<file path="config.mk">
export PLATFORM = sky130hd
export DESIGN_NAME = imem_arbiter_flat
export DESIGN_NICKNAME = d
export VERILOG_FILES = /design/src/rtl/imem_arbiter_if.sv /design/src/rtl/imem_arbiter.sv /design/src/flat_wrapper.sv
export SDC_FILE = /design/constraint.sdc
export NUM_CORES = 1
export LEC_CHECK = 0
export CORE_AREA = 4 4 102 104
export CTS_CLUSTER_DIAMETER = 120
export CTS_CLUSTER_SIZE = 14
export DETAILED_ROUTE_END_ITERATION = 10
export DIE_AREA = 0 0 106 108
export DONT_BUFFER_PORTS = 1
export PLACE_DENSITY = 0.33
export REMOVE_ABC_BUFFERS = 1
export SLEW_MARGIN = 25
export SYNTH_ARGS = -nofsm -noshare
export SYNTH_HDL_FRONTEND = slang
export SYNTH_SLANG_ARGS = --single-unit
</file>
<file path="constraint.sdc">
create_clock -name clk -period 4.27 [get_ports clk]
set_input_delay 0.427 -clock clk [delete_from_list [all_inputs] [get_ports clk]]
set_output_delay 0.427 -clock clk [all_outputs]
set_load 0.005 [all_outputs]
</file>
<file path="src/rtl/imem_arbiter_if.sv">
// Bundle of the CPU, crypto-DMA and instruction-memory signals around imem_arbiter.
// The arbiter takes the slave modport; the surrounding SoC (or bench) takes master.
interface imem_arbiter_if #(
  parameter int ADDR_WIDTH = 14
);
  logic                  cpu_valid;
  logic [31:0]           cpu_addr;
  logic [31:0]           cpu_wdata;
  logic [3:0]            cpu_wstrb;
  logic                  cpu_ready;
  logic [31:0]           cpu_rdata;

  logic                  dma_valid;
  logic [31:0]           dma_addr;
  logic                  dma_ready;
  logic [31:0]           dma_rdata;

  logic                  hash_busy;

  logic                  mem_en;
  logic                  mem_we;
  logic [ADDR_WIDTH-1:0] mem_addr;
  logic [31:0]           mem_wdata;
  logic [3:0]            mem_wstrb;
  logic [31:0]           mem_rdata;

  logic                  addr_err;
  logic                  wr_blocked;
  logic [7:0]            blocked_count;
  logic [1:0]            fsm_state;

  modport slave (
    input  cpu_valid, cpu_addr, cpu_wdata, cpu_wstrb,
    output cpu_ready, cpu_rdata,
    input  dma_valid, dma_addr,
    output dma_ready, dma_rdata,
    input  hash_busy,
    output mem_en, mem_we, mem_addr, mem_wdata, mem_wstrb,
    input  mem_rdata,
    output addr_err, wr_blocked, blocked_count, fsm_state
  );

  modport master (
    output cpu_valid, cpu_addr, cpu_wdata, cpu_wstrb,
    input  cpu_ready, cpu_rdata,
    output dma_valid, dma_addr,
    input  dma_ready, dma_rdata,
    output hash_busy,
    input  mem_en, mem_we, mem_addr, mem_wdata, mem_wstrb,
    output mem_rdata,
    input  addr_err, wr_blocked, blocked_count, fsm_state
  );
endinterface

</file>
<file path="src/rtl/imem_arbiter.sv">
// Round-robin arbiter sharing the instruction-memory port between CPU and crypto DMA,
// suppressing CPU writes while a firmware hash is running.
module imem_arbiter #(
  parameter logic [31:0] BASE_ADDR  = 32'h0001_0000,
  parameter int          ADDR_WIDTH = 14
) (
  input  logic            clk,
  input  logic            rst_n,
  imem_arbiter_if.slave   bus
);
  // Handshake: a requester raises valid and holds it (with stable address/data)
  // until its ready pulse; ready is high for exactly one cycle, one cycle after issue.

  localparam logic [31:0] WIN_BYTES = 32'd4 << ADDR_WIDTH;

  typedef enum logic [1:0] {
    IDLE     = 2'd0,
    RESP_CPU = 2'd1,
    RESP_DMA = 2'd2
  } state_t;

  state_t      state;
  logic        last_dma;
  logic        rd_ok;
  logic        cpu_ready_q;
  logic        dma_ready_q;
  logic        addr_err_q;
  logic        wr_blocked_q;
  logic [7:0]  count_q;

  logic        issue;
  logic        grant_cpu;
  logic        grant_dma;
  logic [31:0] sel_addr;
  logic [31:0] offset;
  logic        in_win;
  logic        is_write;
  logic        blocked;
  logic        access;

  // Issue is also gated by rst_n so the memory port stays quiet during reset.
  always_comb begin
    issue     = (state == IDLE) && rst_n;
    grant_cpu = issue && bus.cpu_valid && (!bus.dma_valid || last_dma);
    grant_dma = issue && bus.dma_valid && !grant_cpu;
    sel_addr  = grant_cpu ? bus.cpu_addr : bus.dma_addr;
    offset    = sel_addr - BASE_ADDR;
    in_win    = offset < WIN_BYTES;
    is_write  = grant_cpu && (bus.cpu_wstrb != 4'd0);
    blocked   = is_write && bus.hash_busy && in_win;
    access    = (grant_cpu || grant_dma) && in_win && !blocked;
  end

  assign bus.mem_en    = access;
  assign bus.mem_we    = access && is_write;
  assign bus.mem_addr  = access ? offset[ADDR_WIDTH+1:2] : '0;
  assign bus.mem_wdata = (access && grant_cpu) ? bus.cpu_wdata : 32'd0;
  assign bus.mem_wstrb = (access && grant_cpu) ? bus.cpu_wstrb : 4'd0;

  always_ff @(posedge clk or negedge rst_n) begin
    if (!rst_n) begin
      state        <= IDLE;
      last_dma     <= 1'b1;
      rd_ok        <= 1'b0;
      cpu_ready_q  <= 1'b0;
      dma_ready_q  <= 1'b0;
      addr_err_q   <= 1'b0;
      wr_blocked_q <= 1'b0;
      count_q      <= 8'd0;
    end else begin
      case (state)
        IDLE: begin
          if (grant_cpu) begin
            state    <= RESP_CPU;
            last_dma <= 1'b0;
          end else if (grant_dma) begin
            state    <= RESP_DMA;
            last_dma <= 1'b1;
          end
          cpu_ready_q  <= grant_cpu;
          dma_ready_q  <= grant_dma;
          addr_err_q   <= (grant_cpu || grant_dma) && !in_win;
          wr_blocked_q <= blocked;
          rd_ok        <= access && !is_write;
        end
        default: begin
          // RESP_CPU / RESP_DMA: the pulses above are live this cycle only.
          if (wr_blocked_q && (count_q != 8'hFF)) count_q <= count_q + 8'd1;
          state        <= IDLE;
          cpu_ready_q  <= 1'b0;
          dma_ready_q  <= 1'b0;
          addr_err_q   <= 1'b0;
          wr_blocked_q <= 1'b0;
          rd_ok        <= 1'b0;
        end
      endcase
    end
  end

  assign bus.cpu_ready     = cpu_ready_q;
  assign bus.dma_ready     = dma_ready_q;
  assign bus.cpu_rdata     = (cpu_ready_q && rd_ok) ? bus.mem_rdata : 32'd0;
  assign bus.dma_rdata     = (dma_ready_q && rd_ok) ? bus.mem_rdata : 32'd0;
  assign bus.addr_err      = addr_err_q;
  assign bus.wr_blocked    = wr_blocked_q;
  assign bus.blocked_count = count_q;
  assign bus.fsm_state     = state;
endmodule

</file>
<file path="src/flat_wrapper.sv">
// flat-port wrapper written by rule: the top's interface ports become plain ports
module imem_arbiter_flat 
#(
  parameter logic [31:0] BASE_ADDR  = 32'h0001_0000,
  parameter int          ADDR_WIDTH = 14
)
  (clk, rst_n, bus_cpu_valid, bus_cpu_addr, bus_cpu_wdata, bus_cpu_wstrb, bus_cpu_ready, bus_cpu_rdata, bus_dma_valid, bus_dma_addr, bus_dma_ready, bus_dma_rdata, bus_hash_busy, bus_mem_en, bus_mem_we, bus_mem_addr, bus_mem_wdata, bus_mem_wstrb, bus_mem_rdata, bus_addr_err, bus_wr_blocked, bus_blocked_count, bus_fsm_state);
  imem_arbiter_if #(.ADDR_WIDTH(ADDR_WIDTH)) bus_i ();
  input  logic clk;
  input  logic rst_n;
  input wire logic [$bits(bus_i.cpu_valid)-1:0] bus_cpu_valid;
  input wire logic [$bits(bus_i.cpu_addr)-1:0] bus_cpu_addr;
  input wire logic [$bits(bus_i.cpu_wdata)-1:0] bus_cpu_wdata;
  input wire logic [$bits(bus_i.cpu_wstrb)-1:0] bus_cpu_wstrb;
  output wire logic [$bits(bus_i.cpu_ready)-1:0] bus_cpu_ready;
  output wire logic [$bits(bus_i.cpu_rdata)-1:0] bus_cpu_rdata;
  input wire logic [$bits(bus_i.dma_valid)-1:0] bus_dma_valid;
  input wire logic [$bits(bus_i.dma_addr)-1:0] bus_dma_addr;
  output wire logic [$bits(bus_i.dma_ready)-1:0] bus_dma_ready;
  output wire logic [$bits(bus_i.dma_rdata)-1:0] bus_dma_rdata;
  input wire logic [$bits(bus_i.hash_busy)-1:0] bus_hash_busy;
  output wire logic [$bits(bus_i.mem_en)-1:0] bus_mem_en;
  output wire logic [$bits(bus_i.mem_we)-1:0] bus_mem_we;
  output wire logic [$bits(bus_i.mem_addr)-1:0] bus_mem_addr;
  output wire logic [$bits(bus_i.mem_wdata)-1:0] bus_mem_wdata;
  output wire logic [$bits(bus_i.mem_wstrb)-1:0] bus_mem_wstrb;
  input wire logic [$bits(bus_i.mem_rdata)-1:0] bus_mem_rdata;
  output wire logic [$bits(bus_i.addr_err)-1:0] bus_addr_err;
  output wire logic [$bits(bus_i.wr_blocked)-1:0] bus_wr_blocked;
  output wire logic [$bits(bus_i.blocked_count)-1:0] bus_blocked_count;
  output wire logic [$bits(bus_i.fsm_state)-1:0] bus_fsm_state;
  assign bus_i.cpu_valid = bus_cpu_valid;
  assign bus_i.cpu_addr = bus_cpu_addr;
  assign bus_i.cpu_wdata = bus_cpu_wdata;
  assign bus_i.cpu_wstrb = bus_cpu_wstrb;
  assign bus_cpu_ready = bus_i.cpu_ready;
  assign bus_cpu_rdata = bus_i.cpu_rdata;
  assign bus_i.dma_valid = bus_dma_valid;
  assign bus_i.dma_addr = bus_dma_addr;
  assign bus_dma_ready = bus_i.dma_ready;
  assign bus_dma_rdata = bus_i.dma_rdata;
  assign bus_i.hash_busy = bus_hash_busy;
  assign bus_mem_en = bus_i.mem_en;
  assign bus_mem_we = bus_i.mem_we;
  assign bus_mem_addr = bus_i.mem_addr;
  assign bus_mem_wdata = bus_i.mem_wdata;
  assign bus_mem_wstrb = bus_i.mem_wstrb;
  assign bus_i.mem_rdata = bus_mem_rdata;
  assign bus_addr_err = bus_i.addr_err;
  assign bus_wr_blocked = bus_i.wr_blocked;
  assign bus_blocked_count = bus_i.blocked_count;
  assign bus_fsm_state = bus_i.fsm_state;
  imem_arbiter #(.BASE_ADDR(BASE_ADDR), .ADDR_WIDTH(ADDR_WIDTH)) u_core (.clk(clk), .rst_n(rst_n), .bus(bus_i));
endmodule
</file>
# ---- Word level (Yosys, flattened, before mapping)
# Index checks and enable logic that the tools add are counted.
# W data, S select, Z words.
dict set report totals {
  regBits 16
  inputBits 137
}
dict set report op_classes {
  n_reduce_logical 29
  mux 16
  add_sub_neg 2
  order_cmp 1
  n_eq_ne 2
  n_bitwise 1
}
# cell count
set op_table {}
lappend op_table {{$mux W32} 4}
lappend op_table {{$lt A32 B17 Y1 const B} 1}
lappend op_table {{$sub A32 B17 Y32 const B} 1}
lappend op_table {{$logic_and A1 B1 Y1} 17}
lappend op_table {{$mux W14} 1}
lappend op_table {{$add A8 B1 Y8 const B} 1}
lappend op_table {{$ne A8 B8 Y1 const B} 1}
lappend op_table {{$mux W1} 7}
lappend op_table {{$mux W2} 3}
lappend op_table {{$logic_not A1 Y1} 5}
lappend op_table {{$mux W4} 1}
lappend op_table {{$reduce_and A2 Y1} 2}
lappend op_table {{$reduce_bool A4 Y1} 1}
lappend op_table {{$ne A3 B1 Y1 const B} 1}
lappend op_table {{$logic_not A2 Y1} 1}
lappend op_table {{$logic_or A1 B1 Y1} 2}
lappend op_table {{$reduce_bool A2 Y1} 1}
lappend op_table {{$not A1 Y1} 1}

# ---- Depth between registers and ports, before layout
dict set report logic_depth {
  depth_word 12
  depth_mapped 7
}

# ---- Worst setup path before layout
# OpenSTA, ideal clock, no wires.
dict set report synth_timing {
  path_kind {input port to output port}
  start {input bus_cpu_addr[28]}
  end {output bus_mem_wdata[10]}
  path_buffers 3
  setup_slack_ps 2309
  t_arrival_ps 1534
  cell_stages 7
  cell_sequence {nor4b_1 > and3_1 > buf_4 > and4_1 > buf_4 > buf_6 > and2_1}
}
dict set report synth_between {
  elab_chain_cells 8
  word_cells_on_any_way 9
  cone_classes {add/sub (1); order compare (1); mux (2); reduce/logical (5)}
}
# element line_no
set synth_lines {}
lappend synth_lines {{from (decl)} flat_wrapper.sv:12} ;# input wire logic [$bits(bus_i.cpu_addr)-1:0] bus_cpu_addr;
lappend synth_lines {{$mux W32 (*)} imem_arbiter.sv:46} ;# sel_addr = grant_cpu ? bus.cpu_addr : bus.dma_addr;
lappend synth_lines {{$sub A32 B17 Y32 (*)} imem_arbiter.sv:47} ;# offset = sel_addr - BASE_ADDR;
lappend synth_lines {{$lt A32 B17 Y1 (*)} imem_arbiter.sv:48} ;# in_win = offset < WIN_BYTES;
lappend synth_lines {{$logic_and A1 B1 Y1} imem_arbiter.sv:50} ;# blocked = is_write && bus.hash_busy && in_win;
lappend synth_lines {{$logic_not A1 Y1} imem_arbiter.sv:51} ;# access = (grant_cpu || grant_dma) && in_win && !blocked;
lappend synth_lines {{$logic_and A1 B1 Y1 (*)} imem_arbiter.sv:51}
lappend synth_lines {{$logic_and A1 B1 Y1 (*)} imem_arbiter.sv:57} ;# assign bus.mem_wdata = (access && grant_cpu) ? bus.cpu_wdata : 32'd0;
lappend synth_lines {{$mux W32 (*)} imem_arbiter.sv:57}
lappend synth_lines {{to (decl)} flat_wrapper.sv:25} ;# output wire logic [$bits(bus_i.mem_wdata)-1:0] bus_mem_wdata;
# Mark *: on every way between the ends. The rest lies on a longest branch, timed or not.

# ---- Worst setup path after layout
dict set report layout_timing {
  start {register u_core.state[1], in the netlist u_core.bus.fsm_state[1]}
  end {output bus_mem_wdata[2]}
}
dict set report layout_between {
  elab_chain_cells 12
  word_cells_on_any_way 19
  cone_classes {add/sub (1); order compare (1); mux (2); reduce/logical (15)}
}
# element line_no
set layout_lines {}
lappend layout_lines {{from (decl)} imem_arbiter.sv:22} ;# state_t state;
lappend layout_lines {{from (signal assigned)} imem_arbiter.sv:62} ;# state <= IDLE;
lappend layout_lines {{from (signal assigned)} imem_arbiter.sv:74} ;# state <= RESP_CPU;
lappend layout_lines {{from (signal assigned)} imem_arbiter.sv:77} ;# state <= RESP_DMA;
lappend layout_lines {{$logic_not A2 Y1 (*)} imem_arbiter.sv:43} ;# issue = (state == IDLE) && rst_n;
lappend layout_lines {{$logic_and A1 B1 Y1 (*)} imem_arbiter.sv:43}
lappend layout_lines {{$logic_and A1 B1 Y1 (2 in series)} imem_arbiter.sv:44} ;# grant_cpu = issue && bus.cpu_valid && (!bus.dma_valid || last_dma);
lappend layout_lines {{$mux W32} imem_arbiter.sv:46}
lappend layout_lines {{$sub A32 B17 Y32} imem_arbiter.sv:47}
lappend layout_lines {{$lt A32 B17 Y1} imem_arbiter.sv:48}
lappend layout_lines {{$logic_and A1 B1 Y1} imem_arbiter.sv:50}
lappend layout_lines {{$logic_not A1 Y1} imem_arbiter.sv:51}
lappend layout_lines {{$logic_and A1 B1 Y1} imem_arbiter.sv:51}
lappend layout_lines {{$logic_and A1 B1 Y1 (*)} imem_arbiter.sv:57}
lappend layout_lines {{$mux W32 (*)} imem_arbiter.sv:57}
# Marks and branches as above.

==> flow_summary.yaml <==
global_route:
  grt_max_degree: 65
  antenna_found_initial: 0
  grt_usage_pct: 11.8
  grt_pass1_vias: 1831
  grt_pass1_wl_um: 10500
  grt_overflow: 0
timing:
  setup_ws_ns: 1.12
  setup_viol: 0
  worst_pin_slew_ns: 0.874
  fin_skew_ns: 0.0109
  drv_slew: 0
  hold_viol_final: 0
  fin_crit_ns: 3.15
  setup_tns_ns: 0
  min_period_over_period_pct: 73.9
  fmax_mhz: 317
  maxSlewHeadroom_pct: 41.2
  rsz0062_at_grt: "no"
worst_setup_path:
  arrival_ns: 2.73
  r2r-end: "u_core.bus.wr_blocked"
  reg2regPathDepth: 5
  worst_setup_path_start_kind: "flip-flop"
  timing.rr.start: "u_core.bus.fsm_state[1]"
  r2r_slack_ns: 2.26
  cp-startpoint: "u_core.bus.fsm_state[1]"
  crit_type: "flip-flop to primary output"
  cpPeakStageDelay_ns: 0.78
  critPathMaxFanout: 36
  worstSetupEndpointType: "primary output"
  crit_chain: "nor3b_4 > nand3_4 > inv_2 > and4_1 > and2_1"
  crit_slowest_cell: "and4_1"
  cp.required_ns: 3.84
  endpoint: "bus_mem_wdata[2]"
clock_tree:
  cts-htree-levels: 1
  cts_tree: "done"
  cts_buffers: 3
  clock-root-buffer: "clkbuf_8"
  cts_hold_buf: 1
  clkTransAtPathRegs_ns: 0.06
  cts_resized: 0
  post_cts_buffers: 0
  clock-sinks: 16
  insertion_delay_ns: 0.25
  cts_buffer_depth: 2
placed_design:
  port_buffers: 0
  place.gp.congestion: 0.724
  dpl.hpwl_um: 6550
  pre_cts_slack_ns: 1.33
layout:
  syn_to_final_growth_pct: 3.96
  finalNetCount: 366
  final_common_cell: "and3_1"
  drive_gt1_share_pct: 7.05
  antennaDiodeCount: 0
  final_cell_mix: "and3_1, and2_1, nand3_1"
drt:
  finalWirelength_um: 7980
  via_count: 1876
  drtIter0Drc: 105
  drc: 0
  antenna_left: 0
  firstDrtPassIters: 4
  routedWlPerCell_um: 22.2
  via_per_inst: 5.21
floorplan:
  start_util_pct: 19.9
  core_area_um2: 9550
  fp.dieW_um: 106
  io_pins: 267
  die_y_um: 108
  dieArea_um2: 11400
  core.rowCount: 36
logic_synthesis:
  ys_async_sr_fraction_pct: 100
  synthCells: 248
  synth-edff-count: 0
  ys_seq_area_share_pct: 21.2
  yosys_warnings: 0
  ys_types: 37
  synth_area_um2: 1900
  avgSynthCellArea_um2: 7.65
  synth_seq_cells: 16
  synthFlopType: "dfrtp_1"
outcome:
  status: "complete, no violations"
min_path:
  hold_path.class: "primary input to async pin"
power_and_ir_drop:
  power_uw: 336
  leakage_nw: 0.933
  ir_drop_mv: 0.0759
  p_per_area_nw_per_um2: 170
job:
  maxCapViolCount: 0
sequential cells by signal, summed over array words and instances, names as in the netlist:
register / cells
u_core.bus.blocked_count: 8
u_core.bus.fsm_state: 2
u_core.bus.addr_err: 1
u_core.bus.cpu_ready: 1
u_core.bus.dma_ready: 1
u_core.bus.wr_blocked: 1
u_core.last_dma: 1
u_core.rd_ok: 1
cell usage after synthesis, types with 2 or more instances:
| master | count | area (um2) |
|---|---|---|
| nand2_1 | 5 | 18.8 |
| nand3_1 | 32 | 160 |
| inv_1 | 2 | 7.51 |
| xor2_1 | 6 | 52.6 |
| nor4b_1 | 3 | 26.3 |
| nor4_1 | 6 | 37.5 |
| nor2_1 | 4 | 15.0 |
| clkbuf_1 | 15 | 56.3 |
| xnor2_1 | 3 | 26.3 |
| dfrtp_1 | 15 | 375 |
| and3_1 | 68 | 425 |
| nand2b_1 | 2 | 12.5 |
| buf_4 | 3 | 22.5 |
| a22oi_1 | 15 | 113 |
| buf_6 | 5 | 56.3 |
| and2_1 | 36 | 225 |
| buf_2 | 4 | 20.0 |
| nor3_1 | 4 | 20.0 |
| a21oi_1 | 2 | 10.0 |
metal layers:
metal | global-route usage [%] | wire length, um | up-vias
li1 | - | - | 850
met1 | 11.6 | 2580 | 863
met2 | 24.6 | 4500 | 161
met3 | 4.24 | 893 | 2
met4 | 0.463 | 4 | 0
met5 | 0 | 0 | -
critical path, delay by kind of cell, from the launching register on:
kind	cells	cell delay (ns)
buffers and inverters	1	0.41
and+or+nand+nor	4	1.62
DFF	1	0.43
through the flow:
stage	std cells	util, %	hold slack (ns)	area (um2)
6_report	360	20.6	0.0242	1970
2_1_floorplan	221	-	0.131	1740
3_3_place_gp	355	20.1	0.132	1920
5_1_grt	360	20.6	0.00527	1970
4_1_cts	360	20.6	0.0162	1970
3_5_place_dp	355	20.1	0.132	1920
cell families (layout without fill, tap and decap cells):
kind of cell | count (synthesis) | after routing | share of synthesized area [%]
AND/OR/NAND/NOR | 168 | 168 | 54.8
buffers and inverters | 30 | 9 | 8.77
AO/OA/AOI/OAI | 22 | 22 | 9.37
flip-flops | 16 | 16 | 21.2
XOR/XNOR | 9 | 9 | 4.16
multiplexers | 2 | 2 | 1.12
adder cells (fa/ha/maj) | 1 | 1 | 0.660
layout make-up:
type,count,area (um2)
clock buffer,4,45.0
fill,1066,7580
inverter,3,11.3
multi-input combinational,202,1330
sequential,16,403
tap,133,166
timing repair buffer,2,17.5
where the power goes:
group	internal (mW)	switching, mW	total (mW)
Clock	0.0661	0.0519	0.118
Sequential	0.160	0.0169	0.177
Combinational	0.0140	0.0266	0.0406
worst min path at each step:
stage / start / to / slack, ns / depth (start not counted)
global placement: rst_n / u_core.bus.blocked_count[2] / 0.13 / 0
detailed placement: rst_n / u_core.bus.blocked_count[4] / 0.13 / 0
finish: rst_n / u_core.last_dma / 0.02 / 0
global route: rst_n / u_core.last_dma / 0.005 / 0
floorplan: rst_n / u_core.bus.addr_err / 0.13 / 0
CTS: rst_n / u_core.last_dma / 0.02 / 0
Power figures use the tool's default switching activity.
